`src/rtl/crypt_pkg.sv`:
```
// rtl/crypt_pkg.sv - shared state type, default sizes and counter width helpers
package crypt_pkg;

  typedef enum logic [2:0] {
    ST_IDLE     = 3'd0,
    ST_LOAD_KEY = 3'd1,
    ST_LOAD_MSG = 3'd2,
    ST_ENC      = 3'd3,
    ST_WAIT_ENC = 3'd4,
    ST_TX       = 3'd5,
    ST_WAIT_TX  = 3'd6,
    ST_DONE     = 3'd7
  } state_e;

  localparam int DEF_MSG_SIZE = 128;
  localparam int DEF_KEY_SIZE = 8;
  localparam int DEF_TIMEOUT  = 1023;

  function automatic int bit_cnt_w(input int msg_size);
    return $clog2(msg_size) + 1;
  endfunction

  function automatic int tmo_cnt_w(input int timeout, input int msg_size);
    return $clog2(timeout + msg_size) + 1;
  endfunction

endpackage

```
`src/rtl/phase_counter.sv`:
```
// rtl/phase_counter.sv - loadable up-counter with enable, sync clear and terminal compare
module phase_counter #(
  parameter int WIDTH = 8
) (
  input  logic             clk,
  input  logic             rst_n,
  input  logic             ena_i,
  input  logic             clr_i,
  input  logic             load_i,
  input  logic [WIDTH-1:0] load_val_i,
  input  logic             inc_i,
  input  logic [WIDTH-1:0] term_val_i,
  output logic             term_o
);

  logic [WIDTH-1:0] cnt_q, cnt_d;

  always_comb begin
    cnt_d = cnt_q;
    if (clr_i) begin
      cnt_d = '0;
    end else if (load_i) begin
      cnt_d = load_val_i;
    end else if (inc_i) begin
      cnt_d = cnt_q + 1'b1;
    end
  end

  always_ff @(posedge clk or negedge rst_n) begin
    if (!rst_n) begin
      cnt_q <= '0;
    end else if (ena_i) begin
      cnt_q <= cnt_d;
    end
  end

  assign term_o = (cnt_q == term_val_i);

endmodule

```
`src/rtl/crypt_session_ctrl.sv`:
```
// rtl/crypt_session_ctrl.sv - session sequencer for the serial XOR-encryption datapath
module crypt_session_ctrl
  import crypt_pkg::*;
#(
  parameter int MSG_SIZE = DEF_MSG_SIZE,
  parameter int KEY_SIZE = DEF_KEY_SIZE,
  parameter int TIMEOUT  = DEF_TIMEOUT
) (
  input  logic clk,
  input  logic rst_n,
  input  logic ena,
  input  logic iStart,
  input  logic iKey_reuse,
  input  logic iAbort,
  input  logic iBit_valid,
  input  logic iEnc_done,
  input  logic iTx_active,
  output logic oKey_flag,
  output logic oMsg_flag,
  output logic oEnc_go,
  output logic oTx_go,
  output logic oBusy,
  output logic oDone,
  output logic oError,
  output logic oKey_valid
);

  localparam int BW = bit_cnt_w(MSG_SIZE);
  localparam int TW = tmo_cnt_w(TIMEOUT, MSG_SIZE);

  // Terminal values are one below the limit: the compare fires on the cycle
  // whose event completes the count.
  localparam logic [BW-1:0] KEY_LAST   = BW'(KEY_SIZE - 1);
  localparam logic [BW-1:0] MSG_LAST   = BW'(MSG_SIZE - 1);
  localparam logic [TW-1:0] WAIT_LAST  = TW'(TIMEOUT - 1);
  localparam logic [TW-1:0] DRAIN_LAST = TW'(MSG_SIZE + TIMEOUT - 1);

  state_e state_q, state_d;
  logic   key_valid_q, key_valid_d;
  logic   error_q, error_d;
  logic   tx_seen_q, tx_seen_d;

  logic          bit_clr, bit_inc, bit_last;
  logic [BW-1:0] bit_term;
  logic          tmo_clr, tmo_load, tmo_inc, tmo_last;
  logic [TW-1:0] tmo_term;

  phase_counter #(.WIDTH(BW)) u_bit_cnt (
    .clk        (clk),
    .rst_n      (rst_n),
    .ena_i      (ena),
    .clr_i      (bit_clr),
    .load_i     (1'b0),
    .load_val_i ('0),
    .inc_i      (bit_inc),
    .term_val_i (bit_term),
    .term_o     (bit_last)
  );

  phase_counter #(.WIDTH(TW)) u_tmo_cnt (
    .clk        (clk),
    .rst_n      (rst_n),
    .ena_i      (ena),
    .clr_i      (tmo_clr),
    .load_i     (tmo_load),
    .load_val_i ('0),
    .inc_i      (tmo_inc),
    .term_val_i (tmo_term),
    .term_o     (tmo_last)
  );

  always_ff @(posedge clk or negedge rst_n) begin
    if (!rst_n) begin
      state_q     <= ST_IDLE;
      key_valid_q <= 1'b0;
      error_q     <= 1'b0;
      tx_seen_q   <= 1'b0;
    end else if (ena) begin
      state_q     <= state_d;
      key_valid_q <= key_valid_d;
      error_q     <= error_d;
      tx_seen_q   <= tx_seen_d;
    end
  end

  always_comb begin
    state_d     = state_q;
    key_valid_d = key_valid_q;
    error_d     = error_q;
    tx_seen_d   = tx_seen_q;
    bit_clr     = 1'b0;
    bit_inc     = 1'b0;
    bit_term    = KEY_LAST;
    tmo_clr     = 1'b0;
    tmo_load    = 1'b0;
    tmo_inc     = 1'b0;
    tmo_term    = WAIT_LAST;
    oKey_flag   = 1'b0;
    oMsg_flag   = 1'b0;
    oEnc_go     = 1'b0;
    oTx_go      = 1'b0;
    oDone       = 1'b0;

    if ((state_q != ST_IDLE) && iAbort) begin
      state_d   = ST_IDLE;
      bit_clr   = 1'b1;
      tmo_clr   = 1'b1;
      tx_seen_d = 1'b0;
      if (state_q == ST_LOAD_KEY) begin
        key_valid_d = 1'b0;
      end
    end else begin
      case (state_q)
        ST_IDLE: begin
          if (iStart && !iAbort) begin
            error_d = 1'b0;
            bit_clr = 1'b1;
            if (iKey_reuse && key_valid_q) begin
              state_d = ST_LOAD_MSG;
            end else begin
              key_valid_d = 1'b0;
              state_d     = ST_LOAD_KEY;
            end
          end
        end
        ST_LOAD_KEY: begin
          oKey_flag = iBit_valid;
          bit_inc   = iBit_valid;
          bit_term  = KEY_LAST;
          if (iBit_valid && bit_last) begin
            key_valid_d = 1'b1;
            bit_clr     = 1'b1;
            state_d     = ST_LOAD_MSG;
          end
        end
        ST_LOAD_MSG: begin
          oMsg_flag = iBit_valid;
          bit_inc   = iBit_valid;
          bit_term  = MSG_LAST;
          if (iBit_valid && bit_last) begin
            bit_clr = 1'b1;
            state_d = ST_ENC;
          end
        end
        ST_ENC: begin
          oEnc_go = 1'b1;
          tmo_clr = 1'b1;
          state_d = ST_WAIT_ENC;
        end
        ST_WAIT_ENC: begin
          if (iEnc_done) begin
            state_d = ST_TX;
          end else if (tmo_last) begin
            error_d = 1'b1;
            tmo_clr = 1'b1;
            state_d = ST_IDLE;
          end else begin
            tmo_inc = 1'b1;
          end
        end
        ST_TX: begin
          oTx_go    = 1'b1;
          tmo_clr   = 1'b1;
          tx_seen_d = 1'b0;
          state_d   = ST_WAIT_TX;
        end
        ST_WAIT_TX: begin
          // Two phases: wait for the serializer to start, then for it to drain.
          if (!tx_seen_q) begin
            tmo_term = WAIT_LAST;
            if (iTx_active) begin
              tx_seen_d = 1'b1;
              tmo_load  = 1'b1;
            end else if (tmo_last) begin
              error_d = 1'b1;
              tmo_clr = 1'b1;
              state_d = ST_IDLE;
            end else begin
              tmo_inc = 1'b1;
            end
          end else begin
            tmo_term = DRAIN_LAST;
            if (!iTx_active) begin
              tx_seen_d = 1'b0;
              tmo_clr   = 1'b1;
              state_d   = ST_DONE;
            end else if (tmo_last) begin
              error_d   = 1'b1;
              tx_seen_d = 1'b0;
              tmo_clr   = 1'b1;
              state_d   = ST_IDLE;
            end else begin
              tmo_inc = 1'b1;
            end
          end
        end
        ST_DONE: begin
          oDone   = 1'b1;
          state_d = ST_IDLE;
        end
        default: begin
          state_d = ST_IDLE;
        end
      endcase
    end

    if (!ena) begin
      oKey_flag = 1'b0;
      oMsg_flag = 1'b0;
      oEnc_go   = 1'b0;
      oTx_go    = 1'b0;
      oDone     = 1'b0;
    end
  end

  assign oBusy      = (state_q != ST_IDLE);
  assign oError     = error_q;
  assign oKey_valid = key_valid_q;

endmodule
```
`config.mk`:
```
export PLATFORM = sky130hd
export DESIGN_NAME = crypt_session_ctrl
export DESIGN_NICKNAME = d
export VERILOG_FILES = /design/src/rtl/crypt_pkg.sv /design/src/rtl/phase_counter.sv /design/src/rtl/crypt_session_ctrl.sv
export SDC_FILE = /design/constraint.sdc
export NUM_CORES = 1
export LEC_CHECK = 0
export CORE_UTILIZATION = 25
export CTS_CLUSTER_DIAMETER = 30
export DETAILED_ROUTE_END_ITERATION = 8
export GPL_TIMING_DRIVEN = 0
export PLACE_DENSITY = 0.42
export SKIP_CTS_REPAIR_TIMING = 1
export SYNTH_ARGS = -nofsm -noshare
export SYNTH_HDL_FRONTEND = slang
export SYNTH_SLANG_ARGS = --single-unit
```
`constraint.sdc`:
```
create_clock -name clk -period 4.2 [get_ports clk]
set_clock_uncertainty 0.1 [all_clocks]
set_input_delay 1.26 -clock clk [delete_from_list [all_inputs] [get_ports clk]]
set_output_delay 1.26 -clock clk [all_outputs]
set_load 0.01 [all_outputs]
```
# [Yosys cells after proc, flatten, opt, wreduce, memory -nomap -nowiden]
# Cells that the tools add are included.
[op_classes] add_sub_neg=2 n_eq_ne=19 mux=76 n_bitwise=1 n_reduce_logical=20
[ops] cell="1-bit 2-to-1 mux" count=49
[ops] cell="12-bit 2-to-1 mux" count=3
[ops] cell="11-bit 2-to-1 mux" count=3
[ops] cell="3-bit 2-to-1 mux" count=9
[ops] cell="3-bit one-hot mux with 8 select lines" count=1
[ops] cell="8-bit 2-to-1 mux" count=2
[ops] cell="3-bit != test, second input constant" count=5
[ops] cell="7-bit 2-to-1 mux" count=2
[ops] cell="12-bit by 1-bit adder with 12-bit output, second input constant" count=1
[ops] cell="12-bit by 11-bit == test with 1-bit output" count=1
[ops] cell="3-bit == test, second input constant" count=4
[ops] cell="3-bit nonzero test" count=4
[ops] cell="8-bit by 1-bit adder with 8-bit output, second input constant" count=1
[ops] cell="8-bit by 7-bit == test with 1-bit output" count=1
[ops] cell="1-bit one-hot mux with 2 select lines" count=4
[ops] cell="7-bit AND reduction" count=1
[ops] cell="3-bit by 2-bit == test with 1-bit output, second input constant" count=2
[ops] cell="1-bit one-hot mux with 3 select lines" count=2
[ops] cell="2-bit AND reduction" count=3
[ops] cell="6-bit AND reduction" count=1
[ops] cell="5-bit AND reduction" count=1
[ops] cell="1-bit logical AND" count=4
[ops] cell="2-bit != test, second input constant" count=2
[ops] cell="4-bit != test, second input constant" count=1
[ops] cell="9 further kinds" count=11
[word_totals] register_bits=26 input_bits=9 out_inout_bits=8 word_cells=124

# [Longest topological paths before layout]
# Gate-level depths: netlist of run 1.
[depth] word_depth=12 depth_mapped=8

# [Modules after synthesis]
# From an unflattened synthesis of run 1, not the netlist that was laid out.
[unflattened] hier_cells=293 area_unflattened_um2=2343.5
[by_module_without_submodules] mod="phase_counter (u_tmo_cnt)" n_inst=1 cells_each=120 area_each_um2=1001.0 seq_area_each_um2=300.3
[by_module_without_submodules] mod="crypt_session_ctrl" n_inst=1 cells_each=100 area_each_um2=713.2 seq_area_each_um2=150.1
[by_module_without_submodules] mod="phase_counter (u_bit_cnt)" n_inst=1 cells_each=73 area_each_um2=629.4 seq_area_each_um2=200.2

# [Worst setup path before layout of run 1]
# OpenSTA, ideal clock, no wires.
[synth_timing] kind="input -> output" start="in iAbort" end="out oKey_flag" arrival_time_ns=2.047 setup_slack_ns=0.793 stages=3 n_path_buf=2 path_cell_list="buf_2 > buf_1 > nor4_1"
[synth_via] elab_chain_len=3
[synth_rtl] element="start: declaration" line="crypt_session_ctrl.sv:14" source="input logic iAbort,"
[synth_rtl] element="1-bit logical AND" line="crypt_session_ctrl.sv:104" source="if ((state_q != ST_IDLE) && iAbort) begin"
[synth_rtl] element="1-bit 2-to-1 mux" line="crypt_session_ctrl.sv:104"
[synth_rtl] element="1-bit 2-to-1 mux" line="crypt_session_ctrl.sv:207" source="if (!ena) begin"
[synth_rtl] element="end: declaration" line="crypt_session_ctrl.sv:18" source="output logic oKey_flag,"
# Every way passes these cells.

# [Worst setup path after layout of run 1]
[layout_timing] start="in iBit_valid" end="out oKey_flag"
[layout_via] elab_chain_len=3
[layout_rtl] element="start: declaration" line="crypt_session_ctrl.sv:15" source="input logic iBit_valid,"
[layout_rtl] element="1-bit 2-to-1 mux" line="crypt_session_ctrl.sv:113" source="case (state_q)"
[layout_rtl] element="1-bit 2-to-1 mux" line="crypt_session_ctrl.sv:104"
[layout_rtl] element="1-bit 2-to-1 mux" line="crypt_session_ctrl.sv:207"
# Every way passes these cells.

==> flow_metrics.env, run 1 <==
export IMPL_overflow=0
export IMPL_maxCapViolCount=0
export IMPL_final_cell_count_no_fill=347
export IMPL_reg2reg_to="u_bit_cnt.cnt_q[5]"
export IMPL_arrival_ps=2650
export IMPL_outcome="complete, no violations"
export IMPL_clock_path_buffers=2
export IMPL_fin_crit_ps=4015
export IMPL_fin_util_pct=30.45
export IMPL_yosysWarnings=0
export IMPL_syn_cell_area_mm2=0.001916
export IMPL_synth_distinct_cells=55
export IMPL_fin_crit_sh_pct=95.59
export IMPL_max_freq_mhz=249.1
export IMPL_ir_worst_vdd_mv=0.1348
export IMPL_hp_class="flop to flop"
export IMPL_place_congestion=0.7825
export IMPL_tns_ps=0
export IMPL_antenna_found_initial=0
export IMPL_leakage_nw=0.8921
export IMPL_die_area_mm2=0.008017
export IMPL_wl_mm=5.095
export IMPL_worstMarginPinSlew_ps=856.0
export IMPL_syn_nets=242
export IMPL_grt_use_total_pct=14.16
export IMPL_clkLatencyLatePin_ps=280
export IMPL_drive_gt1_share_pct=8.065
export IMPL_worst_setup_path_start_kind="input port"
export IMPL_fin_hold_ws_ps=375.8
export IMPL_end_kind="output port"
export IMPL_final_cell_area_mm2=0.002232
export IMPL_rrSetupSlack_ps=1430
export IMPL_dp_slack_ps=-10.88
export IMPL_rsz0062_at_grt="false"
export IMPL_critical_path_required_ps=2840
export IMPL_drtIter0Drc=79
export IMPL_numCtsBuffers=3
export IMPL_hold_depth=1
export IMPL_nets=261
export IMPL_slew_headroom_pct=42.19
export IMPL_viasPerCell=5.167
export IMPL_postRouteAntennaNets=0
export IMPL_hold_path_endpoint="u_bit_cnt.cnt_q[7]"
export IMPL_clock_sinks=26
export IMPL_synth_area_leader_cell="dfrtp_1"
export IMPL_min_from="u_bit_cnt.cnt_q[7]"
export IMPL_synth_top_area_share_pct=33.96
export IMPL_coreArea_mm2=0.007331
export IMPL_num_rows=31
export IMPL_area_delta_synth_final_pct=16.53
export IMPL_power_mw=0.9675
export IMPL_rr_worst_depth=7
export IMPL_layout_setup_ws_ps=185.1
export IMPL_ys_seq_area_share_pct=33.96
export IMPL_worstReg2RegStart="state_q[0]"
export IMPL_dpl_cell_area_mm2=0.002180
export IMPL_ys_flop_type="dfrtp_1"
export IMPL_cts_tree="done"
export IMPL_ys_ff_latch=26
export IMPL_synth_edf_count=0
export IMPL_path_clk_slew_ps=100
export IMPL_p_per_area_mw_per_mm2=433.4
export IMPL_grt_pass1_wl_mm=8.528
export IMPL_grt_pass1_vias=1662
export IMPL_criticalPathCategory="input port to output port"
export IMPL_drtPass1Iterations=4
export IMPL_crit_start="iBit_valid"
export IMPL_die_h_um=89.54
export IMPL_synthTopCellsByArea="dfrtp_1 (34%), nand3_1 (4.7%), nand2_1 (4.1%)"
export IMPL_grt_max_degree=27
export IMPL_crit_fanout=3
export IMPL_top_level_ports=17
export IMPL_initial_core_util_pct=26.13
export IMPL_async_flop_share_pct=100.0
export IMPL_vias=1793
export IMPL_port_buffers=14
export IMPL_drv_slew=0
export IMPL_syn_inst=230
export IMPL_wl_per_cell_um=14.68
export IMPL_hold_viol_final=0
export IMPL_cts_root_buf="clkbuf_8"
export IMPL_setup_viol=0
export IMPL_diodes=0
export IMPL_htree_levels=1
export IMPL_drc=0
export IMPL_dp_cells=343
export IMPL_die_x_um=89.54
export IMPL_hpwl_mm=3.693
export IMPL_syn_avg_cell_area_um2=8.329
[flip-flops by register name, summed over array words and instances (netlist names)]
| register | flops |
|---|---|
| tx_seen_q | 1 |
| state_q | 3 |
| u_tmo_cnt.cnt_q | 12 |
| oKey_valid | 1 |
| oError | 1 |
| u_bit_cnt.cnt_q | 8 |
[worst max-delay path by stage]
stage / cells past startpoint / slack [ps] / end
CTS: 4 / -30 / oMsg_flag
global placement: 4 / -50 / oMsg_flag
detailed placement: 4 / -10 / oMsg_flag
global route: 4 / 20 / oKey_flag
finish: 4 / 190 / oKey_flag
floorplan: 3 / 790 / oKey_flag
[layer usage]
| layer | wire [um] | global-route usage [%] |
|---|---|---|
| met5 | 0 | 0 |
| met4 | 95 | 5.051 |
| met3 | 178 | 1.847 |
| met2 | 2148 | 20.96 |
| met1 | 2673 | 20.94 |
[cells in the mapped netlist (3+ instances only)]
cell type  instances
a211oi_1           3
nor4b_1            4
ha_1               3
and3_1             4
nor3_1             9
clkbuf_1           5
mux2i_1            5
a21oi_1            5
nand2_1           21
a21o_1             4
buf_6              3
nor4_1             9
nor2_1            20
nand3_1           18
o21ai_0           14
inv_1             11
xor2_1             3
nand4_1            4
dfrtp_1           26
o21a_1             4
nor2b_1            8
buf_2              3
[placed cells by master, fill, tap and decap left out, types with 2 or more instances in the layout]
cell type        count
xor2_1               3
o21a_1               4
nand4_1              4
nand2_1             21
clkbuf_2             2
buf_6                3
o21ai_0             14
a21o_1               4
xnor2_1              2
a21boi_0             2
nor4_1               9
nor3_1               9
nor2b_1              8
o211ai_1             2
or4_1                2
ha_1                 3
clkdlybuf4s50_1     13
nor4b_1              4
a22o_1               2
a31oi_1              2
o22ai_1              2
o31ai_1              2
a311o_1              2
mux2i_1              5
buf_2                4
nor2_1              20
inv_1               11
clkbuf_8             4
a21oi_1              5
buf_1                2
dfrtp_1             26
or3_1                2
nand3_1             18
and3_1               4
a211oi_1             3
clkbuf_1             3
[critical path, stage by stage]
cell	delay, ps
clkdlybuf4s50_1	520
nand2_1	110
nor4_1	190
clkdlybuf4s50_1	580
[where the power goes]
group	total (mW)	internal, mW	switching (mW)
combinational	0.487	0.188	0.300
sequential	0.313	0.285	0.0282
clock	0.167	0.0840	0.0833
[cell type report]
type | instances | area (um^2)
timing repair buffer | 14 | 135.1
buffer | 13 | 77.57
inverter | 11 | 41.29
fill | 784 | 5099
sequential | 26 | 650.6
clock buffer | 4 | 55.05
multi-input combinational | 180 | 1149
tap | 99 | 123.9
[cell families after synthesis]
kind of cell | synth area share [%]
compound gates | 22.21
xor+xnor | 2.287
fa+ha+maj | 1.960
buf+inv | 6.074
flops | 33.96
mux | 3.201
simple gates | 30.31
Note: power is estimated with default switching activity, not from simulation.
==> run 2: changes to the inputs <==
--- a/config.mk
+++ b/config.mk
@@ -5,6 +5,7 @@
 export SDC_FILE = /design/constraint.sdc
 export NUM_CORES = 1
 export LEC_CHECK = 0
+export CORE_MARGIN = 1.5
 export CORE_UTILIZATION = 25
 export CTS_CLUSTER_DIAMETER = 30
 export DETAILED_ROUTE_END_ITERATION = 8
==> run 2 against run 1 <==
Against the previous run:
- total power is 5.1% higher
- register-to-register slack worse by 40 ps
- design area is 0.73% higher
- die area is 2.2% higher
- via count is 0.67% lower
- sequential share of layout area is 0.21 points lower
- routed wire length is 3.9% higher
- fmax is 0.58% lower
- highest routed layer unchanged
- clock-buffer cell count is 1 lower
- sequential cell count stayed put
- combinational power hardly changed
- core utilization is 0.22 points higher
==> flow_metrics.env, run 2 (synthesized netlist as in run 1, its figures left out) <==
export IMPL_final_cell_count_no_fill=347
export IMPL_setup_viol=0
export IMPL_crit_buf_inv=2
export IMPL_max_freq_mhz=247.6
export IMPL_vias=1781
export IMPL_overflow=0
export IMPL_path_common_cell="clkdlybuf4s50_1"
export IMPL_top_level_ports=17
export IMPL_place_congestion=0.7891
export IMPL_fin_crit_ps=4038
export IMPL_hp_class="flop to flop"
export IMPL_dpl_cell_area_mm2=0.002180
export IMPL_fillers=791
export IMPL_slew_headroom_pct=33.65
export IMPL_outcome="complete, no violations"
export IMPL_clock_sinks=26
export IMPL_htree_levels=1
export IMPL_fin_crit_sh_pct=96.15
export IMPL_numCtsBuffers=3
export IMPL_nets=261
export IMPL_rsz0062_at_grt="false"
export IMPL_cp_slowest_stage_delay_ps=580
export IMPL_crit_family="buffers and inverters"
export IMPL_hold_depth=1
export IMPL_crit_fanout=3
export IMPL_path_clk_slew_ps=110
export IMPL_wl_per_cell_um=15.26
export IMPL_worstMarginPinSlew_ps=982.5
export IMPL_viasPerCell=5.133
export IMPL_drtPass1Iterations=4
export IMPL_cp_slowest_cell="clkdlybuf4s50_1"
export IMPL_layout_common_cells="dfrtp_1 (26), nand2_1 (21), nor2_1 (20)"
export IMPL_power_mw=1.017
export IMPL_cts_tree="done"
export IMPL_hpwl_mm=3.839
export IMPL_die_h_um=90.54
export IMPL_reg_top3="u_tmo_cnt.cnt_q x12, u_bit_cnt.cnt_q x8, state_q x3"
export IMPL_hold_viol_final=0
export IMPL_clock_path_buffers=2
export IMPL_rr_worst_depth=7
export IMPL_maxCapViolCount=0
export IMPL_postRouteAntennaNets=0
export IMPL_mostFrequentLayoutCell="dfrtp_1"
export IMPL_arrival_ps=2680
export IMPL_crit_chain="clkdlybuf4s50_1 > nand2_1 > nor4_1 > clkdlybuf4s50_1"
export IMPL_die_x_um=90.54
export IMPL_tns_ps=0
export IMPL_critical_path_required_ps=2840
export IMPL_grt_max_degree=27
export IMPL_dp_cells=343
export IMPL_grt_use_total_pct=13.58
export IMPL_final_cell_area_mm2=0.002248
export IMPL_grt_pass1_wl_mm=8.907
export IMPL_regMostFlops="u_tmo_cnt.cnt_q"
export IMPL_die_area_mm2=0.008197
export IMPL_drtIter0Drc=97
export IMPL_antenna_found_initial=0
export IMPL_drive_gt1_share_pct=8.065
export IMPL_grt_pass1_vias=1702
export IMPL_criticalPathCategory="input port to output port"
export IMPL_drc=0
export IMPL_ir_worst_vdd_mv=0.1408
export IMPL_leakage_nw=0.8991
export IMPL_wl_mm=5.296
export IMPL_area_delta_synth_final_pct=17.37
export IMPL_coreArea_mm2=0.007331
export IMPL_worst_setup_path_start_kind="input port"
export IMPL_path_depth=4
export IMPL_fin_util_pct=30.67
export IMPL_largest_reg_flops=12
export IMPL_end_kind="output port"
export IMPL_num_rows=31
export IMPL_drv_slew=0
export IMPL_port_buffers=14
export IMPL_diodes=0
export IMPL_p_per_area_mw_per_mm2=452.2
export IMPL_initial_core_util_pct=26.13
export IMPL_clkLatencyLatePin_ps=280
export IMPL_cts_root_buf="clkbuf_8"
## run 2: cell count changes in the layout (fill, tap and decap cells not counted)
cell / previous run / this run
clkbuf_8: 4 / 3
bufinv_16: 0 / 1
## run 2: metal layers
metal / part of all wire [%] / track usage (%) / up-vias
met2: 42 / 19.55 / 33
li1: - / - / 890
met3: 2.9 / 1.599 / 2
met5: 0 / 0 / -
met4: 0.68 / 3.968 / 0
met1: 54 / 20.84 / 856
## run 2: power by group
group | internal, mW | leakage [nW] | switching (mW)
Combinational | 0.188 | 0.508 | 0.298
Sequential | 0.285 | 0.356 | 0.0282
Clock | 0.128 | 0.0357 | 0.0900
## run 2: cell type report
cell class / count / area, um^2 / share of cell area, %
plain buffers: 13 / 77.57 / 3.450
clock buffers: 3 / 41.29 / 1.836
clock inverters: 1 / 30.03 / 1.336
inverters: 11 / 41.29 / 1.836
multi-input cells: 180 / 1149 / 51.08
flip-flops and latches: 26 / 650.6 / 28.94
well taps: 99 / 123.9 / 5.509
repair buffers: 14 / 135.1 / 6.010
## run 2: worst register-to-register path, cell delays in order (launching register included)
cell and delay (ps):
dfrtp_1 370, buf_2 200, nor4b_2 370, mux2i_1 440, a211oi_1 120, o41ai_1 810, o21ai_0 210, o31ai_1 100
## run 2: path summary, 6_finish.rpt
| path | startpoint | slack [ps] | endpoint |
|---|---|---|---|
| setup / recovery | iBit_valid | 160 | oKey_flag |
| min in group asynchronous | rst_n | 890 | u_bit_cnt.cnt_q[6] |
| max in group asynchronous | rst_n | 2670 | u_tmo_cnt.cnt_q[9] |
| setup reg to reg | state_q[0] | 1390 | u_bit_cnt.cnt_q[5] |
| hold / removal | u_bit_cnt.cnt_q[7] | 380 | u_bit_cnt.cnt_q[7] |
| hold reg to reg | u_bit_cnt.cnt_q[7] | 380 | u_bit_cnt.cnt_q[7] |
## run 2: metrics by stage
step | hold WS [ps] | setup WS (ps)
floorplan | 341.7 | 792.6
global placement | 374.7 | -44.19
detailed placement | 363.6 | 3.091
CTS | 383.2 | -10.96
global route | 406.9 | 53.82
finish | 382.9 | 161.8
